==> src/rtl/bcd2bin_seq_if.sv <==
// ---------------------------------------------------------------------------
// bcd2bin_seq_if
//   Handshake bundle for the sequential BCD-to-binary converter.
//   master : the side that supplies BCD words and consumes results
//   slave  : the converter itself
// Signals:
//   in_valid  - bcd_in holds a word to convert
//   in_ready  - converter can accept a word
//   bcd_in    - 4*DIGITS packed BCD, digit DIGITS-1 in the top nibble
//   out_valid - bin_out/err hold a finished result
//   out_ready - consumer takes the result
//   bin_out   - OUT_W-bit binary result
//   err       - accepted word contained a nibble > 9 (check build only)
//   busy      - conversion in progress
// ---------------------------------------------------------------------------
interface bcd2bin_seq_if #(
  parameter int DIGITS = 4,
  parameter int OUT_W  = 14
);
  logic                  in_valid;
  logic                  in_ready;
  logic [4*DIGITS-1:0]   bcd_in;
  logic                  out_valid;
  logic                  out_ready;
  logic [OUT_W-1:0]      bin_out;
  logic                  err;
  logic                  busy;

  modport master (
    output in_valid, bcd_in, out_ready,
    input  in_ready, out_valid, bin_out, err, busy
  );

  modport slave (
    input  in_valid, bcd_in, out_ready,
    output in_ready, out_valid, bin_out, err, busy
  );
endinterface

==> src/rtl/bcd2bin_seq.sv <==
// ---------------------------------------------------------------------------
// bcd2bin_seq
//   Iterative BCD-to-binary converter. Accepts a DIGITS-digit packed BCD word,
//   folds in one digit per clock (most significant first) as acc*10 + digit,
//   and presents a registered result with valid/ready flow control.
// Ports:
//   clk   - rising-edge clock
//   rst_n - asynchronous active-low reset
//   bus   - bcd2bin_seq_if.slave (in_valid/in_ready/bcd_in,
//           out_valid/out_ready/bin_out/err, busy)
// Optional feature:
//   BCD2BIN_SEQ_ERR_CHECK_EN - when defined, err flags any nibble > 9 in the
//   accepted word (sticky for that word). When undefined, err is tied low.
//   bin_out is identical in both builds: invalid nibbles use their raw value.
// ---------------------------------------------------------------------------
module bcd2bin_seq #(
  parameter int DIGITS = 4,
  parameter int OUT_W  = 14
) (
  input  logic          clk,
  input  logic          rst_n,
  bcd2bin_seq_if.slave  bus
);

  localparam logic [1:0] S_IDLE = 2'd0;
  localparam logic [1:0] S_CONV = 2'd1;
  localparam logic [1:0] S_DONE = 2'd2;

  localparam int               CNT_W    = (DIGITS > 1) ? $clog2(DIGITS) : 1;
  localparam logic [CNT_W-1:0] LAST_CNT = CNT_W'(DIGITS - 1);

  logic [1:0]          r_state;
  logic [4*DIGITS-1:0] r_shift;
  logic [CNT_W-1:0]    r_cnt;
  logic [OUT_W-1:0]    r_acc;
  logic [OUT_W-1:0]    r_bin;

  logic [3:0]          w_top;
  logic [OUT_W-1:0]    w_acc_next;

  assign w_top = r_shift[4*DIGITS-1 -: 4];

  // acc*10 as (acc<<3)+(acc<<1); every term is cut to OUT_W so an undersized
  // output simply wraps modulo 2^OUT_W.
  assign w_acc_next = OUT_W'({r_acc, 3'b000}) + OUT_W'({r_acc, 1'b0})
                    + OUT_W'(w_top);

  always_ff @(posedge clk or negedge rst_n) begin
    if (!rst_n) begin
      r_state <= S_IDLE;
      r_shift <= '0;
      r_cnt   <= '0;
      r_acc   <= '0;
      r_bin   <= '0;
    end else begin
      case (r_state)
        S_IDLE: begin
          if (bus.in_valid) begin
            r_shift <= bus.bcd_in;
            r_acc   <= '0;
            r_cnt   <= '0;
            r_state <= S_CONV;
          end
        end
        S_CONV: begin
          r_acc   <= w_acc_next;
          r_shift <= r_shift << 4;
          r_cnt   <= r_cnt + 1'b1;
          // bin_out is only refreshed when a conversion completes, so the
          // previous result stays visible while the next word is in flight.
          if (r_cnt == LAST_CNT) begin
            r_bin   <= w_acc_next;
            r_state <= S_DONE;
          end
        end
        S_DONE: begin
          if (bus.out_ready) r_state <= S_IDLE;
        end
        default: r_state <= S_IDLE;
      endcase
    end
  end

`ifdef BCD2BIN_SEQ_ERR_CHECK_EN
  logic r_err;

  always_ff @(posedge clk or negedge rst_n) begin
    if (!rst_n) begin
      r_err <= 1'b0;
    end else if (r_state == S_IDLE && bus.in_valid) begin
      r_err <= 1'b0;
    end else if (r_state == S_CONV && w_top > 4'd9) begin
      r_err <= 1'b1;
    end
  end

  assign bus.err = r_err;
`else
  assign bus.err = 1'b0;
`endif

  assign bus.in_ready  = (r_state == S_IDLE);
  assign bus.busy      = (r_state == S_CONV);
  assign bus.out_valid = (r_state == S_DONE);
  assign bus.bin_out   = r_bin;

endmodule

==> src/flat_wrapper.sv <==
// flat-port wrapper written by rule: the top's interface ports become plain ports
module bcd2bin_seq_flat 
#(
  parameter int DIGITS = 4,
  parameter int OUT_W  = 14
)
  (clk, rst_n, bus_in_valid, bus_bcd_in, bus_out_ready, bus_in_ready, bus_out_valid, bus_bin_out, bus_err, bus_busy);
  bcd2bin_seq_if #(.DIGITS(DIGITS), .OUT_W(OUT_W)) bus_i ();
  input  logic clk;
  input  logic rst_n;
  input wire logic [$bits(bus_i.in_valid)-1:0] bus_in_valid;
  input wire logic [$bits(bus_i.bcd_in)-1:0] bus_bcd_in;
  input wire logic [$bits(bus_i.out_ready)-1:0] bus_out_ready;
  output wire logic [$bits(bus_i.in_ready)-1:0] bus_in_ready;
  output wire logic [$bits(bus_i.out_valid)-1:0] bus_out_valid;
  output wire logic [$bits(bus_i.bin_out)-1:0] bus_bin_out;
  output wire logic [$bits(bus_i.err)-1:0] bus_err;
  output wire logic [$bits(bus_i.busy)-1:0] bus_busy;
  assign bus_i.in_valid = bus_in_valid;
  assign bus_i.bcd_in = bus_bcd_in;
  assign bus_i.out_ready = bus_out_ready;
  assign bus_in_ready = bus_i.in_ready;
  assign bus_out_valid = bus_i.out_valid;
  assign bus_bin_out = bus_i.bin_out;
  assign bus_err = bus_i.err;
  assign bus_busy = bus_i.busy;
  bcd2bin_seq #(.DIGITS(DIGITS), .OUT_W(OUT_W)) u_core (.clk(clk), .rst_n(rst_n), .bus(bus_i));
endmodule
==> config.mk <==
export PLATFORM = sky130hd
export DESIGN_NAME = bcd2bin_seq_flat
export DESIGN_NICKNAME = d
export VERILOG_FILES = /design/src/rtl/bcd2bin_seq_if.sv /design/src/rtl/bcd2bin_seq.sv /design/src/flat_wrapper.sv
export SDC_FILE = /design/constraint.sdc
export NUM_CORES = 1
export LEC_CHECK = 0
export ABC_AREA = 1
export CAP_MARGIN = 20
export CORE_MARGIN = 4
export CORE_UTILIZATION = 59
export DETAILED_ROUTE_END_ITERATION = 10
export PLACE_DENSITY = 0.83
export SYNTH_ARGS = -nofsm -noshare
export SYNTH_HDL_FRONTEND = slang
export SYNTH_SLANG_ARGS = --single-unit
==> constraint.sdc <==
create_clock -name clk -period 4.28 [get_ports clk]
set_clock_uncertainty 0.15 [all_clocks]
set_input_delay 0.856 -clock clk [delete_from_list [all_inputs] [get_ports clk]]
set_output_delay 0.856 -clock clk [all_outputs]
set_load 0.01 [all_outputs]
==> out/metrics.cfg <==
[outcome]
outcome = completed

[clock_network]
htreeDepth = 2
cts_tree = built
cts_setup_buffers = 0
cts.sink_count = 47
cts_root_buffer = clkbuf_8
clk_latency_ns = 0.30
ctsLongestPathBuffers = 2
cts.reportedPaths.clkPinSlew_ns = 0.09
cts_buffers = 5
cts_resized = 0
ctsHoldBuffers = 0

[global_route]
grt_pass1_wl_um = 10400
grt_usage_pct = 21.6
grt.overflow.total = 0
antenna_found_initial = 0
grt_pass1_vias = 2330
grt_max_degree = 48

[floorplanning]
row_count = 24
initial_core_util_pct = 62.2
die-height_um = 76.2
core_um2 = 4410
io_pins = 38
die_w_um = 76.2
dieArea_um2 = 5810

[setup_path]
r2r_cells = 11
rrSetupSlack_ns = 1.80
r2r_start = u_core.r_acc[0]$_DFFE_PN0P_
crit_path_cell_trace = inv_2 > nor2_8 > clkdlybuf4s50_1
critical_path_class = flip-flop to primary output
endpoint = bus_busy
arrival_ns = 1.87
path_max_fanout = 23
worst_path_largest_cell_delay_ns = 0.61
crit_required_ns = 3.27
crit_path_end_kind = primary output
r2r-end = u_core.r_acc[7]$_DFFE_PN0P_
critPathSlowestCell = clkdlybuf4s50_1
crit_start = u_core.r_state[0]$_DFFE_PN0P_
cp-start-kind = flip-flop

[placement]
io_buffers = 36
gp_congestion = 0.896
dp_hpwl_um = 4210

[logic_synthesis]
synth_top_family_by_area = simple AND/OR/NAND/NOR gates
yosys.area_share.simple_pct = 24.3
synthCells = 335
synth_compound_area_share_pct = 10.9
yosysSeqAreaShare_pct = 42.8
ys_async_sr_fraction_pct = 100
synthMuxAreaShare_pct = 0
syn_area_um2 = 2750
synth_seq_cells = 47
postSynthAreaPerCell_um2 = 8.19
ys.flop_type = dfrtp_1
synth_xor_area_share_pct = 1.28
synth_cell_types = 30
syn_nets = 380
synth_top_area_share_pct = 42.8
synth_top_cell_by_area = dfrtp_1
synth_edf_count = 0
synthAdderAreaFrac_pct = 11.9
synth_most_common_cell = nand2_1
yosysWarnings = 0
synth_common_cells = nand2_1, dfrtp_1, inv_1
netlist_top_cells_area = dfrtp_1, nand2_1, ha_1

[timing]
timing.fmax_mhz = 348
fin_tns_setup_ns = 0
finalMaxSlewViolations = 0
timing.hold.ws_ns = 0.334
finalSetupViolations = 0
period_share_pct = 67.2
tightestPinTransition_ns = 0.698
max-slew-margin-rel_pct = 53.4
rsz0062_at_grt = no
fin_crit_ns = 2.88
finalHoldViolations = 0

[route]
wl_met2_um = 3060
met1Wirelength_um = 2600
top_layer = met4
drc_errors = 0
first_pass_iters = 4
vias = 2291
drt-initial-drc-count = 190
wl_met3_um = 231
routed_wl_um = 6000
avgRoutedWirePerCell_um = 14.3
viasPerCell = 5.45
ant_nets = 0

[pwr]
peakVddDrop_v = 0.000444
pwr_density_cell_nw_per_um2 = 954
power.leakage_uw = 0.00167

[layout]
n_antenna_cell = 0
seqCellArea_um2 = 1180
nets = 413
finalCoreUtilization_pct = 72.6
synthToLayoutAreaGrowth_pct = 16.8
multi_input_area_um2 = 1330
drive_above_1_share_pct = 5.43
fill_cells = 341

[job]
cap_violations = 0

[hold_path]
min_path_type = flip-flop to flip-flop

[worst min path at each step]
stage,slack (ns),depth (start not counted),end,from
after floorplan,0.30,2,u_core.r_acc[11]$_DFFE_PN0P_,u_core.r_acc[11]$_DFFE_PN0P_
after global placement,0.31,2,u_core.bus.bin_out[7]$_DFFE_PN0P_,u_core.bus.bin_out[7]$_DFFE_PN0P_
after detailed placement,0.31,2,u_core.bus.bin_out[7]$_DFFE_PN0P_,u_core.bus.bin_out[7]$_DFFE_PN0P_
after CTS,0.34,2,u_core.bus.bin_out[7]$_DFFE_PN0P_,u_core.bus.bin_out[7]$_DFFE_PN0P_
after global routing,0.36,2,u_core.r_shift[5]$_DFFE_PN0P_,u_core.r_shift[5]$_DFFE_PN0P_
final,0.33,2,u_core.bus.bin_out[7]$_DFFE_PN0P_,u_core.bus.bin_out[7]$_DFFE_PN0P_
[logic make-up after synthesis]
logic type / count (synthesis)
simple gates: 154
compound gates: 53
buf+inv: 51
flops: 47
fa+ha+maj: 25
xor+xnor: 4
other cells: 1
[critical path: cells and delay by family, from the launching register on]
family / cells / cell delay (ns)
buffers and inverters: 2 / 0.72
flip-flops: 1 / 0.51
AND/OR/NAND/NOR: 1 / 0.33
[routing by layer]
layer | vias up | GRT usage, %
li1 | 1148 | -
met1 | 1080 | 26.6
met2 | 51 | 38.2
met3 | 12 | 3.55
met4 | 0 | 7.17
met5 | - | 0
[state kept, by name (all words and copies together) (netlist names)]
register	count
u_core.r_cnt	2
u_core.r_state	2
u_core.bus.bin_out	14
u_core.r_shift	16
u_core.r_acc	13
[area by class of cell]
class	instances	area share, %
multi-input combinational	237	41.6
sequential	47	36.7
timing repair buffer	37	11.7
inverter	40	4.68
clock buffer	5	2.15
tap	52	2.03
clock inverter	2	1.17
[metrics by stage]
step,setup WS [ns],power [uW],cells,cell area (um^2)
CTS,1.41,3050,419,3190
finish,1.40,3060,420,3210
global placement,1.77,2630,412,3080
global route,1.34,3370,420,3210
floorplan,2.03,2230,335,2750
detailed placement,1.75,2710,412,3080
[cell usage in the layout (no fill, tap or decap)]
master,n
bufinv_16,1
o21ai_2,2
o31ai_1,1
clkinvlp_4,1
clkbuf_8,5
buf_2,1
buf_12,1
clkdlybuf4s50_1,35
conb_1,1
ha_1,23
nand3b_1,1
nor2_1,22
o21ai_0,14
nor2_8,2
nor2_4,1
a21oi_1,17
nand2_1,99
nand2b_1,1
nand3_1,22
a22o_1,5
nand4_1,3
xnor2_1,2
nand2_2,2
xor2_1,2
inv_2,3
dfrtp_1,47
inv_1,37
o21ai_1,9
fa_1,2
or2_2,1
o22ai_1,5
[where the power goes]
part / internal, uW / leakage [uW] / total [uW] / switching, uW
logic: 750 / 0.00104 / 1920 / 1170
registers: 672 / 0.000581 / 818 / 146
clock network: 171 / 0.0000502 / 321 / 150
Note: power is estimated with default switching activity, not from simulation.
